--- config.mk ---
export PLATFORM = sky130hd
export DESIGN_NAME = alu_result_skid_stage
export DESIGN_NICKNAME = d
export VERILOG_FILES = /design/src/rtl/alu_pipe_pkg.sv /design/src/rtl/alu_entry_reg.sv /design/src/rtl/alu_result_skid_stage.sv
export SDC_FILE = /design/constraint.sdc
export NUM_CORES = 1
export LEC_CHECK = 0
export CAP_MARGIN = 5
export CELL_PAD_IN_SITES_DETAIL_PLACEMENT = 0
export CELL_PAD_IN_SITES_GLOBAL_PLACEMENT = 1
export CORE_UTILIZATION = 35
export DETAILED_ROUTE_END_ITERATION = 10
export DONT_BUFFER_PORTS = 1
export HOLD_SLACK_MARGIN = 0.08
export PLACE_DENSITY = 0.69
export SLEW_MARGIN = 20
export SYNTH_ARGS = -nofsm -noshare
export SYNTH_HDL_FRONTEND = slang
export SYNTH_SLANG_ARGS = --single-unit
--- constraint.sdc ---
create_clock -name clk -period 3.5 [get_ports clk]
set_input_delay 0.175 -clock clk [delete_from_list [all_inputs] [get_ports clk]]
set_output_delay 0.175 -clock clk [all_outputs]
set_load 0.03 [all_outputs]
--- src/rtl/alu_pipe_pkg.sv ---
// Shared types for the ALU-to-writeback pipeline stage: skid-buffer state
// encoding, the default-width entry record and the occupancy decode.
package alu_pipe_pkg;

  localparam int WIDTH_DEF     = 8;
  localparam int NUM_LANES_DEF = 2;
  localparam int FLAG_W_DEF    = 4;
  localparam int TAG_W_DEF     = 4;
  localparam int CNT_W_DEF     = 16;

  typedef enum logic [1:0] {
    EMPTY = 2'd0,
    ONE   = 2'd1,
    FULL  = 2'd2
  } skid_state_t;

  // One buffered ALU result at the default widths.
  typedef struct packed {
    logic [NUM_LANES_DEF*WIDTH_DEF-1:0] data;
    logic [FLAG_W_DEF-1:0]              flags;
    logic [TAG_W_DEF-1:0]               tag;
  } alu_entry_t;

  // Number of entries held in a given state; unknown encodings read as empty.
  function automatic logic [1:0] occupancy_of(skid_state_t s);
    case (s)
      ONE:     return 2'd1;
      FULL:    return 2'd2;
      default: return 2'd0;
    endcase
  endfunction

endpackage

--- src/rtl/alu_entry_reg.sv ---
// Load-enabled register holding one ALU result entry.
module alu_entry_reg
  import alu_pipe_pkg::*;
#(
  parameter type entry_t = alu_entry_t
) (
  input  logic   clk,
  input  logic   reset,
  input  logic   load,
  input  entry_t d,
  output entry_t q
);

  // Capture the entry when loaded; clear it on reset.
  always_ff @(posedge clk) begin
    // NOTE: payload is cleared on reset so the outputs read zero while empty,
    // even though consumers ignore them whenever out_valid is low.
    if (reset) begin
      q <= '0;
    end else if (load) begin
      q <= d;
    end
  end

endmodule

--- src/rtl/alu_result_skid_stage.sv ---
// ALU-to-writeback pipeline register with a two-entry skid buffer. in_ready is
// registered, yet the stage sustains one entry per cycle when downstream is ready.
module alu_result_skid_stage
  import alu_pipe_pkg::*;
#(
  parameter int WIDTH     = WIDTH_DEF,
  parameter int NUM_LANES = NUM_LANES_DEF,
  parameter int FLAG_W    = FLAG_W_DEF,
  parameter int TAG_W     = TAG_W_DEF,
  parameter int CNT_W     = CNT_W_DEF
) (
  input  logic                       clk,
  input  logic                       reset,
  input  logic                       flush,
  input  logic                       in_valid,
  output logic                       in_ready,
  input  logic [NUM_LANES*WIDTH-1:0] in_data,
  input  logic [FLAG_W-1:0]          in_flags,
  input  logic [TAG_W-1:0]           in_tag,
  output logic                       out_valid,
  input  logic                       out_ready,
  output logic [NUM_LANES*WIDTH-1:0] out_data,
  output logic [FLAG_W-1:0]          out_flags,
  output logic [TAG_W-1:0]           out_tag,
  output logic [1:0]                 occupancy,
  output logic [CNT_W-1:0]           stall_cnt
);

  typedef struct packed {
    logic [NUM_LANES*WIDTH-1:0] data;
    logic [FLAG_W-1:0]          flags;
    logic [TAG_W-1:0]           tag;
  } entry_t;

  skid_state_t state;
  skid_state_t next_state;
  logic        accept;
  logic        pop;
  logic        main_load;
  logic        skid_load;
  entry_t      in_entry;
  entry_t      main_d;
  entry_t      main_q;
  entry_t      skid_q;

  assign in_entry  = '{data: in_data, flags: in_flags, tag: in_tag};
  assign out_valid = (state == ONE) || (state == FULL);
  assign accept    = in_valid && in_ready;
  assign pop       = out_valid && out_ready;
  assign out_data  = main_q.data;
  assign out_flags = main_q.flags;
  assign out_tag   = main_q.tag;
  assign occupancy = occupancy_of(state);

  // Next state and load enables; flush empties the buffer and drops any accept.
  always_comb begin
    // NOTE: every signal gets a default first so no path through the case
    // leaves one unassigned and infers a latch.
    next_state = EMPTY;
    main_load  = 1'b0;
    skid_load  = 1'b0;
    main_d     = in_entry;
    case (state)
      EMPTY: begin
        if (accept) begin
          next_state = ONE;
          main_load  = 1'b1;
        end
      end
      ONE: begin
        next_state = ONE;
        if (accept && pop) begin
          main_load = 1'b1;
        end else if (accept) begin
          skid_load  = 1'b1;
          next_state = FULL;
        end else if (pop) begin
          next_state = EMPTY;
        end
      end
      FULL: begin
        next_state = FULL;
        if (pop) begin
          next_state = ONE;
          main_load  = 1'b1;
          main_d     = skid_q;
        end
      end
      default: next_state = EMPTY;
    endcase
    if (flush) begin
      next_state = EMPTY;
      main_load  = 1'b0;
      skid_load  = 1'b0;
    end
  end

  // State, registered in_ready and the saturating stall counter.
  always_ff @(posedge clk) begin
    // NOTE: sequential state uses non-blocking assignments so every register
    // samples pre-edge values regardless of statement order.
    if (reset) begin
      state     <= EMPTY;
      in_ready  <= 1'b1;
      stall_cnt <= '0;
    end else begin
      state    <= next_state;
      in_ready <= (next_state != FULL);
      if (out_valid && !out_ready && (stall_cnt != {CNT_W{1'b1}})) begin
        stall_cnt <= stall_cnt + 1'b1;
      end
    end
  end

  alu_entry_reg #(.entry_t(entry_t)) u_main (
    .clk   (clk),
    .reset (reset),
    .load  (main_load),
    .d     (main_d),
    .q     (main_q)
  );

  alu_entry_reg #(.entry_t(entry_t)) u_skid (
    .clk   (clk),
    .reset (reset),
    .load  (skid_load),
    .d     (in_entry),
    .q     (skid_q)
  );

endmodule
==> results.txt <==
* Global-route usage over all layers: 16.35%
- Global routing finished with a remaining overflow of 0.
* Element type at the critical path start: flop
- Post-layout power: 1.506 mW
- Shortest period the worst path allows: 2478 ps
- Vias in the first global route: 2280
* Pre-antenna DRT Iters: 6
- Total inserted antenna cells: 0
- Clock Sink Count: 67
* Leading cell types by total area after synthesis: dfxtp_1 (46%), mux2i_1 (8.5%), a211oi_1 (6.9%)
* Maximum vdd ir drop: approximately 0.00027 V
- At the pin with the least slew margin, the transition time is roughly 860 ps.
* Num CTS Buffers: 9
- The flow ran to the end, and the final reports show no timing, DRC or antenna violations.
- Global routing used a little under a fifth of the available met1 tracks.
* Post-Layout Cell Count: between 400 and 500
- The first global-routing pass estimated about 11000 µm of wire.
* I/O pin cnt: 73
* Clock slew seen by the registers of the worst setup and hold paths: ~70 ps
- Detail-routed net length per standard cell: between 10 and 15 µm
- The cell count after synthesis came out at around 340.
- Reg power frac: roughly 56%
- Switching power as a share of total power: between 20% and 30%
* Count of input and output buffers: 0
- Hold/Removal Path Class: primary input to flop
* Nets in the synthesized netlist: around 370
* Netlist area before placement: between 0.002 and 0.003 mm²
- Pin count of the biggest net entering global routing: between 60 and 70
- Placement row count: 33
- The synthesized design spends more area on one cell type than any other, namely dfxtp_1.
- The number of pins exceeding their max-slew limit in the final report was 0.
- Sorting the synthesized cells by how often they occur yields dfxtp_1 (67), nand2_1 (53), nor2_1 (35), a21oi_1 (31), a211oi_1 (27).
- TritonCTS clock tree: yes
* Share of cells above drive strength 1: under 10%
- Detailed routing inserted a total of 2394 vias.
- Normalized max-slew margin: between 40% and 50%
- The number of hold violations in the final report came to 0.
- Global routing met2 resource utilization: between 20% and 30%
- Total instance count after detailed placement: 420
- The wire-length estimate of the detail-placed layout is 4141 µm.
- Crit path DAT: 2730 ps
* Leakage power of the design: 1.318 nW
- The most used flip-flop cell after synthesis is dfxtp_1.
* Critical path required time: 3750 ps
- Synthesis-to-finish area growth: 18.18%
* Internal power contribution: 1.100 mW
- Net count, final: around 390
* Cell with the most instances after synthesis: dfxtp_1
- No sink is reached through more buffers than the 2 on the longest clock path.
* Part of the power in the clock network: approximately 36%
* Clock latency on the worst-skew pair: between 300 and 400 ps
- The synthesized netlist contains 39 unique library cells.
- After layout, the worst path uses a little over two thirds of the clock period.
- After synthesis, flip-flops and latches occupy a little under half of the total area.
- Unrepaired setup endpoints after global routing: false
- For the final routed database, the setup TNS stands at 0 ps.
- PwrDens: approximately 430 mW/mm²
- The layout has a little over 800 filler cells.
* DRC violation count after routing: 0
- Utilization after layout: 42.58%
- Count of flip-flops with a built-in enable after synthesis: 0
* DRC marker count from the first detailed-route iteration: 67
- Critical path class: flop to flop
- Setup violations remaining at the end of the flow were counted as 0.
- Global routing used ~9.0% of the available met3 tracks.
* Chip width: about 94 µm
- After synthesis, the share of flip-flops with an asynchronous set or reset is 0%.
- In this run the most used layer during global routing was met2.
- The initial utilization of the core area, before any placement, comes to 36.03%.
* Final RePlAce weighted congestion: slightly above 0.7
* Number of warnings issued by yosys: 0
- Number of cells upsized or downsized after cts: 0
- In this run the remaining antenna-violating nets after routing total 0.
* Combinational power share: 8.1%
- Share of the synthesized area in the top cell type: 45.54%
- Initial antenna violation count: 0
- After synthesis the netlist holds a flip-flop and latch count of 67.
- Worst Clk Skew: 5.700 ps
* Switching power total: 405.7 µW
- The core region is slightly above 0.008 mm².
* Avg Cell Area, Syn: ~9 µm²
- CTS placed an instance of clkbuf_8 at the clock tree root.
- The die covers about 0.0088 mm².
- MaxCap Viol Count: 0
- In this run the worst path has a maximum fanout of 24.
* Number of levels the H-tree was split into: 3
* Die H: 93.74 µm
* Maximum achievable frequency: around 400 MHz
- Routed WL: between 6000 and 7000 µm
- Avg Vias per Cell: ~5.1
- STA classifies the critical path endpoint as a flop.
[routing by layer]
metal	wire (µm)	part of all wire [%]	vias to the layer above
li1	-	-	1229
met1	2996	45	1100
met2	3025	45	59
met3	587	8.8	6
met4	80	1.2	0
met5	0	0	-
[path summary, 6_finish.rpt]
path | startpoint | slack [ps] | endpoint | depth (start not counted)
worst max-delay path | state[1]$_SDFF_PP0_ | 1020 | u_main.q[8]$_SDFFE_PP0P_ | 5
worst min-delay path | in_data[11] | 90 | u_main.q[19]$_SDFFE_PP0P_ | 2
worst max register to register | state[1]$_SDFF_PP0_ | 1020 | u_main.q[8]$_SDFFE_PP0P_ | 5
worst min register to register | u_skid.q[23]$_SDFFE_PP0P_ | 450 | u_skid.q[23]$_SDFFE_PP0P_ | 2
[cells by family after synthesis]
family,after synthesis,share of synthesized area (%)
multiplexers,28,9.643
XOR/XNOR,1,0.2974
buffers and inverters,28,4.036
adder cells (fa/ha/maj),7,2.974
AO/OA/AOI/OAI,72,16.02
flip-flops,67,45.54
AND/OR/NAND/NOR,132,21.50
[metrics by stage]
stage | hold slack, ps | cell area, µm² | worst slack, ps
after floorplan | 311.0 | 2945 | 1377
after global placement | 252.4 | 3009 | 1056
after detailed placement | 252.5 | 3009 | 997.7
after CTS | 81.27 | 3461 | 986.2
after global routing | 118.1 | 3481 | 789.7
final | 91.92 | 3481 | 1022
[registers in the layout, summed over array words and instances (netlist names)]
register   flops
u_main.q      24
u_skid.q      24
stall_cnt     16
state          2
in_ready       1
[cell usage in the layout, fill, tap and decap left out, types with 5 or more instances in the layout]
master,Yosys,final
dfxtp_1,67,67
nand2_1,53,53
nor2_1,35,34
a21oi_1,31,31
dlygate4sd3_1,0,29
a211oi_1,27,27
mux2i_1,25,25
clkbuf_8,0,9
o21ai_0,7,7
or3_1,7,7
ha_1,7,7
inv_1,6,6
nand3_1,6,5
[repair_timing]
action	4_1_cts	5_1_grt
hold endpoints to repair	67	2
hold buffers	28	2
setup buffers	0	0
[power by group through the flow]
stage / combinational (mW) / sequential, mW / clock, mW
6_report: 0.122 / 0.848 / 0.536
3_5_place_dp: 0.0779 / 0.866 / 0
2_1_floorplan: 0.0785 / 0.860 / 0
4_1_cts: 0.122 / 0.849 / 0.561
3_3_place_gp: 0.0757 / 0.866 / 0
5_1_grt: 0.139 / 0.852 / 0.598
[worst max-delay path: stages, from the launching register on]
cell and delay, ps:
dfxtp_1 380, inv_1 80, ha_1 590, nand3_2 770, mux2i_1 290, a211oi_1 270
[cell type report]
cell class | instances | area, µm² | area share (%)
flip-flops and latches | 67 | 1341 | 38.53
clock inverters | 3 | 15.01 | 0.4313
repair buffers | 32 | 332.8 | 9.561
multi-input cells | 240 | 1499 | 43.06
clock buffers | 13 | 138.9 | 3.990
well taps | 105 | 131.4 | 3.774
inverters | 6 | 22.52 | 0.6470
Note: power is estimated with default switching activity, not from simulation.
